[src/rtl/pu_inst_sequencer_pkg.sv]
// Shared opcode values, instruction field locations and FSM encoding for the
// PU instruction sequencer and its decoder.
package pu_inst_sequencer_pkg;

    localparam int INST_W_DEF  = 16;
    localparam int INST_AW_DEF = 8;
    localparam int ROW_AW_DEF  = 4;

    localparam logic [3:0] FUNC_F     = 4'h0;
    localparam logic [3:0] FUNC_G     = 4'h1;
    localparam logic [3:0] FUNC_REP   = 4'h2;
    localparam logic [3:0] FUNC_SPC   = 4'h3;
    localparam logic [3:0] FUNC_RATE0 = 4'h4;
    localparam logic [3:0] FUNC_RATE1 = 4'h5;
    localparam logic [3:0] FUNC_TYPE1 = 4'h6;
    localparam logic [3:0] FUNC_TYPE3 = 4'h7;
    localparam logic [3:0] FUNC_COMB  = 4'h8;
    localparam logic [3:0] OP_NOP     = 4'hE;
    localparam logic [3:0] OP_END     = 4'hF;

    localparam int PU_OP_LOCATION      = 0;
    localparam int INST_STAGE_LOCATION = 4;
    localparam int SRC_ROW_LOCATION    = 7;
    localparam int DST_ROW_LOCATION    = 11;

    typedef enum logic [2:0] {
        ST_IDLE  = 3'd0,
        ST_FETCH = 3'd1,
        ST_LOAD  = 3'd2,
        ST_EXEC  = 3'd3,
        ST_DONE  = 3'd4
    } state_t;

endpackage

[src/rtl/pu_inst_sequencer_decode.sv]
// Opcode classifier: which memory (if any) an instruction writes, and whether
// it terminates the program.
import pu_inst_sequencer_pkg::*;

module pu_inst_sequencer_decode (
    input  logic [3:0] opcode_i,
    output logic       llr_wr_o,
    output logic       bit_wr_o,
    output logic       is_end_o
);

    always_comb begin
        llr_wr_o = 1'b0;
        bit_wr_o = 1'b0;
        is_end_o = 1'b0;
        case (opcode_i)
            FUNC_F, FUNC_G: llr_wr_o = 1'b1;
            FUNC_REP, FUNC_SPC, FUNC_RATE0, FUNC_RATE1,
            FUNC_TYPE1, FUNC_TYPE3, FUNC_COMB: bit_wr_o = 1'b1;
            OP_END: is_end_o = 1'b1;
            default: ;
        endcase
    end

endmodule

[src/rtl/pu_inst_sequencer.sv]
// Walks the instruction ROM from pc=0, issuing one instruction at a time to the
// process unit: FETCH -> LOAD (LLR read) -> EXEC (write-back) until END or pc wrap.
import pu_inst_sequencer_pkg::*;

module pu_inst_sequencer #(
    parameter int INST_W  = INST_W_DEF,
    parameter int INST_AW = INST_AW_DEF,
    parameter int ROW_AW  = ROW_AW_DEF
) (
    input  logic               clk,
    input  logic               rst,
    input  logic               start_i,
    input  logic               hold_i,
    output logic               busy_o,
    output logic               done_o,
    output logic               err_o,
    output logic               inst_rd_en_o,
    output logic [INST_AW-1:0] inst_addr_o,
    input  logic [INST_W-1:0]  inst_rdata_i,
    output logic [INST_W-1:0]  pu_inst_o,
    output logic               llr_rd_en_o,
    output logic [ROW_AW-1:0]  llr_rd_addr_o,
    output logic               llr_wr_en_o,
    output logic               bit_wr_en_o,
    output logic [ROW_AW-1:0]  wr_addr_o,
    output logic [15:0]        frame_cnt_o
);

    state_t              state_q, state_d;
    logic [INST_AW-1:0]  pc_q, pc_d;
    logic                busy_q, busy_d;
    logic                done_q, done_d;
    logic                err_q, err_d;
    logic [INST_W-1:0]   inst_q, inst_d;
    logic                llr_wr_q, llr_wr_d;
    logic                bit_wr_q, bit_wr_d;
    logic [ROW_AW-1:0]   wr_addr_q, wr_addr_d;
    logic [15:0]         frame_cnt_q, frame_cnt_d;

    logic dec_llr_wr, dec_bit_wr, dec_is_end;

    pu_inst_sequencer_decode u_decode (
        .opcode_i (inst_rdata_i[PU_OP_LOCATION +: 4]),
        .llr_wr_o (dec_llr_wr),
        .bit_wr_o (dec_bit_wr),
        .is_end_o (dec_is_end)
    );

    always_comb begin
        state_d       = state_q;
        pc_d          = pc_q;
        busy_d        = busy_q;
        done_d        = 1'b0;
        err_d         = err_q;
        inst_d        = inst_q;
        llr_wr_d      = llr_wr_q;
        bit_wr_d      = bit_wr_q;
        wr_addr_d     = wr_addr_q;
        frame_cnt_d   = frame_cnt_q;
        inst_rd_en_o  = 1'b0;
        llr_rd_en_o   = 1'b0;
        llr_rd_addr_o = '0;
        unique case (state_q)
            ST_IDLE: begin
                if (start_i) begin
                    state_d = ST_FETCH;
                    pc_d    = '0;
                    err_d   = 1'b0;
                    busy_d  = 1'b1;
                end
            end
            ST_FETCH: begin
                inst_rd_en_o = 1'b1;
                state_d      = ST_LOAD;
            end
            ST_LOAD: begin
                inst_d    = inst_rdata_i;
                wr_addr_d = inst_rdata_i[DST_ROW_LOCATION +: ROW_AW];
                if (dec_is_end) begin
                    done_d  = 1'b1;
                    state_d = ST_DONE;
                end else begin
                    llr_rd_en_o   = 1'b1;
                    llr_rd_addr_o = inst_rdata_i[SRC_ROW_LOCATION +: ROW_AW];
                    llr_wr_d      = dec_llr_wr;
                    bit_wr_d      = dec_bit_wr;
                    state_d       = ST_EXEC;
                end
            end
            ST_EXEC: begin
                // Under hold every register keeps its value; the write strobe is
                // masked at the output until the cycle hold drops.
                if (!hold_i) begin
                    llr_wr_d = 1'b0;
                    bit_wr_d = 1'b0;
                    pc_d     = pc_q + 1'b1;
                    if (pc_q == '1) begin
                        err_d   = 1'b1;
                        done_d  = 1'b1;
                        state_d = ST_DONE;
                    end else begin
                        state_d = ST_FETCH;
                    end
                end
            end
            ST_DONE: begin
                busy_d  = 1'b0;
                if (!err_q) frame_cnt_d = frame_cnt_q + 16'd1;
                state_d = ST_IDLE;
            end
            default: state_d = ST_IDLE;
        endcase
    end

    always_ff @(posedge clk or posedge rst) begin
        if (rst) begin
            state_q     <= ST_IDLE;
            pc_q        <= '0;
            busy_q      <= 1'b0;
            done_q      <= 1'b0;
            err_q       <= 1'b0;
            inst_q      <= '0;
            llr_wr_q    <= 1'b0;
            bit_wr_q    <= 1'b0;
            wr_addr_q   <= '0;
            frame_cnt_q <= '0;
        end else begin
            state_q     <= state_d;
            pc_q        <= pc_d;
            busy_q      <= busy_d;
            done_q      <= done_d;
            err_q       <= err_d;
            inst_q      <= inst_d;
            llr_wr_q    <= llr_wr_d;
            bit_wr_q    <= bit_wr_d;
            wr_addr_q   <= wr_addr_d;
            frame_cnt_q <= frame_cnt_d;
        end
    end

    assign busy_o      = busy_q;
    assign done_o      = done_q;
    assign err_o       = err_q;
    assign inst_addr_o = pc_q;
    assign pu_inst_o   = inst_q;
    assign wr_addr_o   = wr_addr_q;
    assign frame_cnt_o = frame_cnt_q;
    assign llr_wr_en_o = llr_wr_q & ~hold_i;
    assign bit_wr_en_o = bit_wr_q & ~hold_i;

endmodule

[config.mk]
export PLATFORM = sky130hd
export DESIGN_NAME = pu_inst_sequencer
export DESIGN_NICKNAME = d
export VERILOG_FILES = /design/src/rtl/pu_inst_sequencer_pkg.sv /design/src/rtl/pu_inst_sequencer_decode.sv /design/src/rtl/pu_inst_sequencer.sv
export SDC_FILE = /design/constraint.sdc
export NUM_CORES = 1
export LEC_CHECK = 0
export ABC_CLOCK_PERIOD_IN_PS = 1550
export BUFFER_PORTS_ARGS = -buffer_cell sky130_fd_sc_hd__buf_2
export CAP_MARGIN = 40
export CORE_MARGIN = 2
export CORE_UTILIZATION = 45
export CTS_BUF_LIST = sky130_fd_sc_hd__clkbuf_16
export CTS_CLUSTER_DIAMETER = 200
export DETAILED_ROUTE_END_ITERATION = 12
export HOLD_SLACK_MARGIN = 0.08
export PLACE_DENSITY = 0.75
export SLEW_MARGIN = 20
export SYNTH_ARGS = -nofsm -noshare
export SYNTH_HDL_FRONTEND = slang
export SYNTH_HIERARCHICAL = 1
export SYNTH_SLANG_ARGS = --single-unit
[constraint.sdc]
create_clock -name clk -period 1.55 [get_ports clk]
set_input_delay 0 -clock clk [delete_from_list [all_inputs] [get_ports clk]]
set_output_delay 0 -clock clk [all_outputs]
set_load 0.05 [all_outputs]
==> flow_summary.json <==
{
  "seqPwrFrac_pct": 28.9,
  "maxCapViolCount": 0,
  "hpwl_mm": 3.58,
  "dr_total_vias": 1904,
  "min_period_ns": 1.61,
  "r2r_setup_slack_ns": -0.05,
  "cp_slowest_stage_delay_ns": 0.41,
  "synth_most_common_cell": "dfrtp_1",
  "drtPass1Iterations": 4,
  "synth_compound_area_share_pct": 7.75,
  "async_flop_share_pct": 100,
  "fmax_mhz": 621,
  "grt_max_degree": 28,
  "synthAdderAreaFrac_pct": 1.11,
  "seq_area_mm2": 0.00121,
  "cp_max_fo": 6,
  "min_period_over_period_pct": 104,
  "cts_buffer_depth": 2,
  "synth-xor-area-share_pct": 6.97,
  "status": "complete, but fails checks",
  "grt.total_usage_pct": 21.9,
  "io-pin-count": 75,
  "slew_headroom_pct": 65.1,
  "nets": 334,
  "synth-seq-cells": 48,
  "startpoint": "state_q[0]",
  "die_w_um": 74.9,
  "cts_buffers": 5,
  "worst_clock_skew_ns": 0.00483,
  "place.detailed.instances": 346,
  "syn_area_per_cell_um2": 11.6,
  "ys_warn_count": 6,
  "slew_violations": 0,
  "switching_share_pct": 46.9,
  "pwr-share-comb_pct": 54.8,
  "clkLatencyLatePin_ns": 0.29,
  "vias_per_cell": 5.01,
  "ys_top_cells_by_area": "dfrtp_1 (53%), mux2_2 (8.5%), xnor2_1 (6.6%)",
  "grt_pass1_wl_mm": 9.14,
  "crit_chain": "buf_6 > nor3b_4 > and2_1 > buf_4",
  "gp_congestion": 0.806,
  "violations": "negative setup slack",
  "rows": 25,
  "yosysSeqAreaShare_pct": 53.1,
  "design.die.area_mm2": 0.00561,
  "worstReg2RegEnd": "frame_cnt_o[15]",
  "p_total_mw": 6.48,
  "grt-ovfl-total": 0,
  "yosys.area_share.simple_pct": 16.6,
  "multi_input_area_mm2": 0.00109,
  "tightest_slew_ns": 0.519,
  "r2r_start": "state_q[0]",
  "drive_gt1_share_pct": 52.4,
  "drt_iter0_markers": 89,
  "diodes": 0,
  "worstHoldPathType": "input pin to asynchronous set/reset pin",
  "p_sw_mw": 3.04,
  "r2r_cells": 5,
  "p_clk_share_pct": 16.3,
  "synth_edf_count": 0,
  "die_h_um": 74.9,
  "worstPathRequired_ns": 1.55,
  "cts_tree": "done",
  "synth_top_area_share_pct": 53.1,
  "finalSetupViolCount": 17,
  "critPathArrivalTime_ns": 1.61,
  "ir_worst_vdd_uv": 1490,
  "synthCells": 195,
  "startpoint_type": "register",
  "clk_pin_slew_ns": 0.06,
  "grt_pass1_vias": 1909,
  "synth.distinct_cells": 39,
  "cp-end-kind": "primary output",
  "synth_commonest_cells": "dfrtp_1 (48), mux2_2 (17), xnor2_1 (17)",
  "fillers": 354,
  "stdcell_count": 380,
  "final_core_util_pct": 71.3,
  "synth_area_mm2": 0.00226,
  "muxShareOfSynthArea_pct": 9.80,
  "powerDensity_mw_per_mm2": 1900,
  "ys.flop_type": "dfrtp_1",
  "htree_levels": 2,
  "endpoint": "llr_rd_en_o",
  "yosysTopAreaCell": "dfrtp_1",
  "cts_num_sinks": 48,
  "syn-num-nets": 217,
  "power.leakage_nw": 1.64,
  "drt-total-wl_mm": 5.74,
  "critical_path_class": "register to primary output",
  "grt_antenna_before_repair": 0,
  "area_growth_pct": 50.9,
  "numPortBuffers": 74,
  "routedWlPerCell_um": 15.1,
  "cts_root_buf": "clkbuf_16",
  "rsz0062_at_grt": "true",
  "internal_power_mw": 3.44,
  "final_hold_viol_count": 0,
  "crit_slowest_cell": "dfrtp_1",
  "setup_slack_ns": -0.0591,
  "postRouteAntennaNets": 0,
  "synth_top_family_by_area": "simple AND/OR/NAND/NOR gates",
  "start_util_pct": 47.2,
  "drc": 0,
  "coreArea_mm2": 0.00479
}
==> critical path: cells and delay by family (launching register included) <==
family,cells,cell delay [ns]
flip-flops,1,0.41
AND/OR/NAND/NOR,2,0.54
buffers and inverters,2,0.38
==> state kept, by name, indices dropped and copies added (netlist names) <==
register / flops
bit_wr_q: 1
busy_o: 1
done_o: 1
err_o: 1
frame_cnt_o: 16
inst_addr_o: 8
llr_wr_q: 1
pu_inst_o: 16
state_q: 3
==> cell type report <==
class	instances	area share (%)
timing repair buffer	122	25.3
tap	67	2.46
inverter	5	0.550
sequential	48	35.5
multi-input combinational	130	32.0
clock buffer	5	3.67
clock inverter	3	0.477
==> what timing repair did <==
item,CTS,global route
hold endpoints to repair,42,0
cloned,1,0
hold buffers,19,0
endpoints found under the setup margin,20,41
buffers inserted,7,0
gates resized for setup,27,15
pin swaps,10,11
==> power by group through the flow <==
stage	sequential (mW)	clock, mW	combinational, mW
global route	1.92	1.13	3.72
CTS	1.86	1.07	3.54
floorplan	2.90	0	1.38
global placement	1.84	0	3.11
finish	1.87	1.06	3.55
detailed placement	1.86	0	3.16
==> through the flow <==
| step | setup TNS, ns | hold WS [ns] | setup WS [ns] | cell area [um^2] |
|---|---|---|---|---|
| 2_1_floorplan | -0.311 | 0.114 | -0.0631 | 2310 |
| 3_3_place_gp | -0.0756 | 0.0561 | -0.0515 | 2870 |
| 3_5_place_dp | -0.273 | 0.0628 | -0.0905 | 2870 |
| 4_1_cts | -0.316 | 0.301 | -0.0367 | 3380 |
| 5_1_grt | -1.95 | 0.357 | -0.110 | 3410 |
| 6_report | -0.449 | 0.299 | -0.0591 | 3410 |
==> placed cells by master (no fill, tap or decap), drive strengths merged, types with 3 or more instances in the layout <==
| cell | instances |
|---|---|
| nand2 | 14 |
| clkbuf | 5 |
| inv | 6 |
| a21oi | 8 |
| buf | 103 |
| a2111oi | 3 |
| nand3 | 8 |
| nor3 | 3 |
| mux2i | 3 |
| xnor2 | 17 |
| and3 | 6 |
| and4 | 3 |
| mux2 | 17 |
| o21ai | 6 |
| nor2 | 14 |
| dlygate4sd3 | 19 |
| dfrtp | 48 |
| nand4 | 7 |
==> cells by family after synthesis <==
kind of cell | after synthesis
XOR/XNOR | 18
buffers and inverters | 17
multiplexers | 20
flip-flops | 48
AO/OA/AOI/OAI | 23
adder cells (fa/ha/maj) | 2
AND/OR/NAND/NOR | 67
==> worst min-delay path by stage <==
| stage | endpoint | slack [ns] | depth (start not counted) |
|---|---|---|---|
| after floorplan | done_o | 0.11 | 1 |
| after global placement | frame_cnt_o[2] | 0.06 | 2 |
| after detailed placement | frame_cnt_o[2] | 0.06 | 2 |
| after CTS | frame_cnt_o[0] | 0.30 | 3 |
| after global routing | frame_cnt_o[0] | 0.36 | 3 |
| final | frame_cnt_o[1] | 0.30 | 3 |
==> layer usage <==
| layer | up-vias | global-route usage (%) | share of wire (%) |
|---|---|---|---|
| met5 | - | 0 | 0 |
| met4 | 0 | 7.94 | 1.1 |
| met3 | 7 | 8.30 | 7.4 |
| met2 | 61 | 34.2 | 49 |
| met1 | 921 | 27.8 | 42 |
| li1 | 915 | - | - |
No activity file was read; power rests on OpenSTA's default activity.
